===== config.mk =====
export PLATFORM = sky130hd
export DESIGN_NAME = dogm240_write_arbiter
export DESIGN_NICKNAME = d
export VERILOG_FILES = /design/src/rtl/dogm240_write_arbiter.sv
export SDC_FILE = /design/constraint.sdc
export NUM_CORES = 1
export LEC_CHECK = 0
export CAP_MARGIN = 0
export CORE_UTILIZATION = 43
export CTS_CLUSTER_DIAMETER = 40
export DETAILED_ROUTE_END_ITERATION = 12
export PLACE_DENSITY = 0.75
export SLEW_MARGIN = 25
export SYNTH_ARGS = -nofsm -noshare
export SYNTH_HDL_FRONTEND = slang
export SYNTH_SLANG_ARGS = --single-unit
export TNS_END_PERCENT = 5

===== constraint.sdc =====
create_clock -name clk_in -period 2.25 [get_ports clk_in]
set_input_delay 0.225 -clock clk_in [delete_from_list [all_inputs] [get_ports clk_in]]
set_output_delay 0.225 -clock clk_in [all_outputs]
set_load 0.005 [all_outputs]

===== src/rtl/dogm240_write_arbiter.sv =====
// dogm240_write_arbiter: round-robin sharing of the display write port between CPU writes and a frame-buffer fill engine
module dogm240_write_arbiter #(
  parameter int ADDR_W = 10,
  parameter int DATA_W = 16,
  parameter int DEPTH  = 960
) (
  input  logic              clk_in,
  input  logic              reset_in,
  input  logic              cpu_req_in,
  input  logic [ADDR_W-1:0] cpu_addr_in,
  input  logic [DATA_W-1:0] cpu_data_in,
  output logic              cpu_ack_o,
  input  logic              fill_start_in,
  input  logic [DATA_W-1:0] fill_pattern_in,
  output logic              fill_busy_o,
  output logic              fill_done_o,
  output logic [ADDR_W-1:0] disp_addr_o,
  output logic [DATA_W-1:0] disp_data_o,
  output logic              disp_we_o
);
  typedef enum logic {IDLE, FILL} state_t;
  state_t state, state_nx;
  logic [ADDR_W-1:0] ptr;
  logic [DATA_W-1:0] pattern;
  logic last_fill, in_range, blocked, fill_gnt, last_gnt;
  // CPU is held off from words the fill has not reached yet, so its data is never overwritten
  always_comb begin
    in_range  = cpu_addr_in < ADDR_W'(DEPTH);
    blocked   = in_range && cpu_addr_in >= ptr;
    cpu_ack_o = state == IDLE ? cpu_req_in : cpu_req_in && !blocked && last_fill;
    fill_gnt  = state == FILL && !cpu_ack_o;
    last_gnt  = fill_gnt && ptr == ADDR_W'(DEPTH - 1);
    state_nx  = state == IDLE ? (fill_start_in ? FILL : IDLE) : (last_gnt ? IDLE : FILL);
  end
  always_ff @(posedge clk_in) begin
    if (reset_in) begin
      state       <= IDLE;
      ptr         <= '0;
      pattern     <= '0;
      last_fill   <= 1'b1;
      disp_addr_o <= '0;
      disp_data_o <= '0;
      disp_we_o   <= 1'b0;
      fill_busy_o <= 1'b0;
      fill_done_o <= 1'b0;
    end else begin
      state       <= state_nx;
      disp_we_o   <= fill_gnt || (cpu_ack_o && in_range);
      fill_done_o <= last_gnt;
      if (fill_gnt) begin
        disp_addr_o <= ptr;
        disp_data_o <= pattern;
        ptr         <= ptr + 1'b1;
      end else if (cpu_ack_o && in_range) begin
        disp_addr_o <= cpu_addr_in;
        disp_data_o <= cpu_data_in;
      end
      if (state == FILL) last_fill <= fill_gnt;
      if (state == IDLE && fill_start_in) begin
        ptr         <= '0;
        pattern     <= fill_pattern_in;
        fill_busy_o <= 1'b1;
      end
      if (last_gnt) fill_busy_o <= 1'b0;
    end
  end
endmodule


==> flow_metrics.py <==
metrics = {
    "outcome": {
        "status": "complete, but fails checks",
        "violations": "setup timing",
    },
    "route": {
        "first_pass_iters": 4,
        "vias_per_cell": 5.16,
        "ant_nets": 0,
        "drt_iter0_drc": 54,
        "vias": 2522,
        "wl_microns": 6920,
        "remaining_drc_errors": 0,
        "wire_per_inst_microns": 14.1,
    },
    "logic_synthesis": {
        "ys_seq_area_share_pct": 40.9,
        "syn-mean-instance-area_sq_um": 9.23,
        "ys_ff_latch": 57,
        "syn_inst": 302,
        "synth_nets": 359,
        "synthesis.area_sq_um": 2790,
        "yosysUniqueCellTypes": 44,
        "synth-warning-count": 0,
    },
    "sta": {
        "fmax_mhz": 438,
        "slew_violations": 0,
        "final_hold_viol_count": 0,
        "period_minus_slack_ns": 2.28,
        "setup_violations": 14,
        "rsz0062_at_grt": "yes",
        "finalCritPeriodShare_pct": 101,
        "skew_ns": 0.00907,
        "setup_slack_ns": -0.0319,
        "relSlewSlack_pct": 59.8,
        "max_slew.worst_pin.slew_ns": 0.603,
    },
    "finish": {
        "layout.cells.most_common": "clkdlybuf4s50_1",
        "layout.nets": 467,
        "final_util_pct": 69.1,
        "drive_gt1_share_pct": 26.1,
        "area_growth_pct": 51.1,
        "finish.instance_area_sq_um": 4210,
        "seq_area_sq_um": 1140,
        "fin_cells": 489,
        "mostFrequentLayoutCells": "clkdlybuf4s50_1, dfxtp_1, nand2_1",
        "fillers": 465,
        "antennaDiodeCount": 0,
        "multi_input_area_sq_um": 1620,
    },
    "floorplan": {
        "pin_count": 76,
        "rows": 28,
        "dieHeight_microns": 82.5,
        "die_w_microns": 82.5,
        "initial_utilization_pct": 45.7,
        "fp.dieArea_sq_um": 6810,
        "core_area_sq_um": 6100,
    },
    "worst_setup_path": {
        "worst-r2r-setup-slack_ns": -0.03,
        "slowest_delay_ns": 0.34,
        "crit_path_start_kind": "register",
        "rr_worst_depth": 11,
        "arrival_ns": 2.47,
        "crit_top_cell": "buf_6",
        "crit_chain": "inv_2 > ha_4 > a211o_1 > a21oi_2 > o21ai_2 > buf_6 > o31ai_4 > buf_6 > buf_12 > mux2i_2 > a211oi_2",
        "r2r-end": "disp_addr_o[9]$_SDFFE_PP0P_",
        "critPathMaxFanout": 8,
        "cp-startpoint": "ptr[3]$_SDFFE_PP0N_",
        "r2r-start": "ptr[3]$_SDFFE_PP0N_",
        "cp-end-kind": "register",
        "crit_type": "register to register",
        "cp_slowest_cell": "dfxtp_2",
        "cp-endpoint": "disp_addr_o[9]$_SDFFE_PP0P_",
        "cp.required_ns": 2.43,
    },
    "place": {
        "pre_cts_ws_ns": -0.498,
        "gp_congestion": 0.779,
        "dpl_cell_area_sq_um": 3850,
        "dp.cells": 470,
        "portBuffers": 75,
        "hpwl_microns": 4830,
    },
    "global_routing": {
        "grt_max_degree": 48,
        "antenna_found_initial": 0,
        "grt_pass1_vias": 2442,
        "grt_usage_pct": 21.5,
        "grt_pass1_wl_microns": 10900,
        "grt_overflow_total": 0,
    },
    "clock_network": {
        "cts_buffers": 9,
        "clock_sinks": 57,
        "cts_buffer_depth": 2,
        "cts_tree": "built",
        "clkTransAtPathRegs_ns": 0.07,
        "root_buffer": "clkbuf_8",
        "clock_latency_ns": 0.33,
        "cts.htree.levels": 3,
    },
    "power": {
        "leakage_uw": 0.00163,
        "irDropWorstVdd_v": 0.000347,
        "power.density_nw_per_um2": 621,
    },
    "min_path": {
        "min-delay-path-class": "input pin to register",
    },
    "run": {
        "maxCapViolations": 0,
    },
}
==> critical path, delay by kind of cell (launching register included) <==
kind	cells	cell delay, ns
AO/OA/AOI/OAI	5	0.85
multiplexers	1	0.24
flip-flops	1	0.34
buffers and inverters	4	0.50
adder cells (fa/ha/maj)	1	0.21
==> final cells by class <==
cell class,instances,share of cell area (%)
clock buffer,11,3.36
clock inverter,4,0.475
inverter,12,1.07
multi-input combinational,212,38.5
sequential,57,27.2
tap,75,2.23
timing repair buffer,118,27.2
==> worst min-delay path by stage <==
stage                           startpoint                           to  slack, ns  depth (start not counted)
2_1_floorplan           fill_pattern_in[0]      pattern[0]$_SDFFE_PP0P_       0.36                          2
3_3_place_gp   disp_addr_o[7]$_SDFFE_PP0P_  disp_addr_o[7]$_SDFFE_PP0P_       0.44                          2
3_5_place_dp       pattern[8]$_SDFFE_PP0P_      pattern[8]$_SDFFE_PP0P_       0.45                          2
4_1_cts                 fill_pattern_in[7]      pattern[7]$_SDFFE_PP0P_       0.44                          3
5_1_grt                     cpu_addr_in[0]  disp_addr_o[0]$_SDFFE_PP0P_       0.35                          3
6_report                    cpu_addr_in[0]  disp_addr_o[0]$_SDFFE_PP0P_       0.32                          3
==> synth_stat cells, drive strengths merged <==
| master | count | area share, % |
|---|---|---|
| o22a | 1 | 0.31 |
| nand4 | 3 | 0.67 |
| o2bb2a | 1 | 0.36 |
| nor4 | 2 | 0.45 |
| mux2 | 1 | 0.40 |
| xor2 | 1 | 0.31 |
| o2111ai | 1 | 0.31 |
| a211oi | 25 | 10 |
| or4 | 3 | 0.81 |
| a21oi | 30 | 5.5 |
| nand2b | 3 | 0.67 |
| nand2 | 36 | 4.8 |
| or2 | 1 | 0.22 |
| nand3 | 5 | 0.90 |
| nor2 | 32 | 4.3 |
| ha | 11 | 4.9 |
| clkbuf | 8 | 1.1 |
| a31o | 1 | 0.31 |
| o31ai | 4 | 1.3 |
| inv | 12 | 1.6 |
| and4 | 1 | 0.31 |
| a21boi | 2 | 0.54 |
| nand4b | 1 | 0.31 |
| o21ai | 7 | 1.4 |
| buf | 13 | 3.8 |
| a211o | 1 | 0.31 |
| a21o | 1 | 0.27 |
| mux2i | 26 | 9.3 |
| dfxtp | 57 | 41 |
| or3 | 5 | 1.1 |
| o21a | 1 | 0.27 |
| a41oi | 1 | 0.58 |
| nor3 | 3 | 0.72 |
| nor2b | 2 | 0.45 |
==> report_power, final <==
group / leakage (uW) / switching (uW) / internal, uW
clock: 0.0000887 / 390 / 416
combinational: 0.00107 / 288 / 396
sequential: 0.000470 / 42.0 / 1080
==> flip-flops by register name, summed over array words and instances (netlist names) <==
signal,count
fill_done_o,1
state,1
disp_we_o,1
fill_busy_o,1
disp_addr_o,10
pattern,16
last_fill,1
ptr,10
disp_data_o,16
==> cells by family after synthesis <==
family	synth area share, %
buffers and inverters	6.51
DFF	40.9
adders and majority gates	4.94
AOI/OAI and AO/OA	21.8
xor gates and xnor gates	0.314
and+or+nand+nor	15.8
muxes	9.74
==> metrics by stage <==
stage          hold WS, ns  total power, uW  TNS, ns
5_1_grt              0.347             2740    -3.75
6_report             0.323             2620   -0.185
3_3_place_gp         0.443             1750   -14.44
4_1_cts              0.437             2600   -0.620
2_1_floorplan        0.361             1460        0
3_5_place_dp         0.447             1760   -16.34
==> repair_timing <==
item / in CTS / in global routing
pin swaps: 8 / 10
cloned: 1 / 0
gates resized for setup: 18 / 20
hold buffers: 0 / 0
setup buffers: 2 / 1
setup endpoints to repair: 37 / 38
==> routing by layer <==
layer	GRT usage, %	part of all wire, %	vias to the layer above
met2	38.8	51	62
met5	0	0	-
met1	24.0	41	1156
met4	8.97	2.1	0
li1	-	-	1290
met3	5.38	5.3	14
Note: power is estimated with default switching activity, not from simulation.
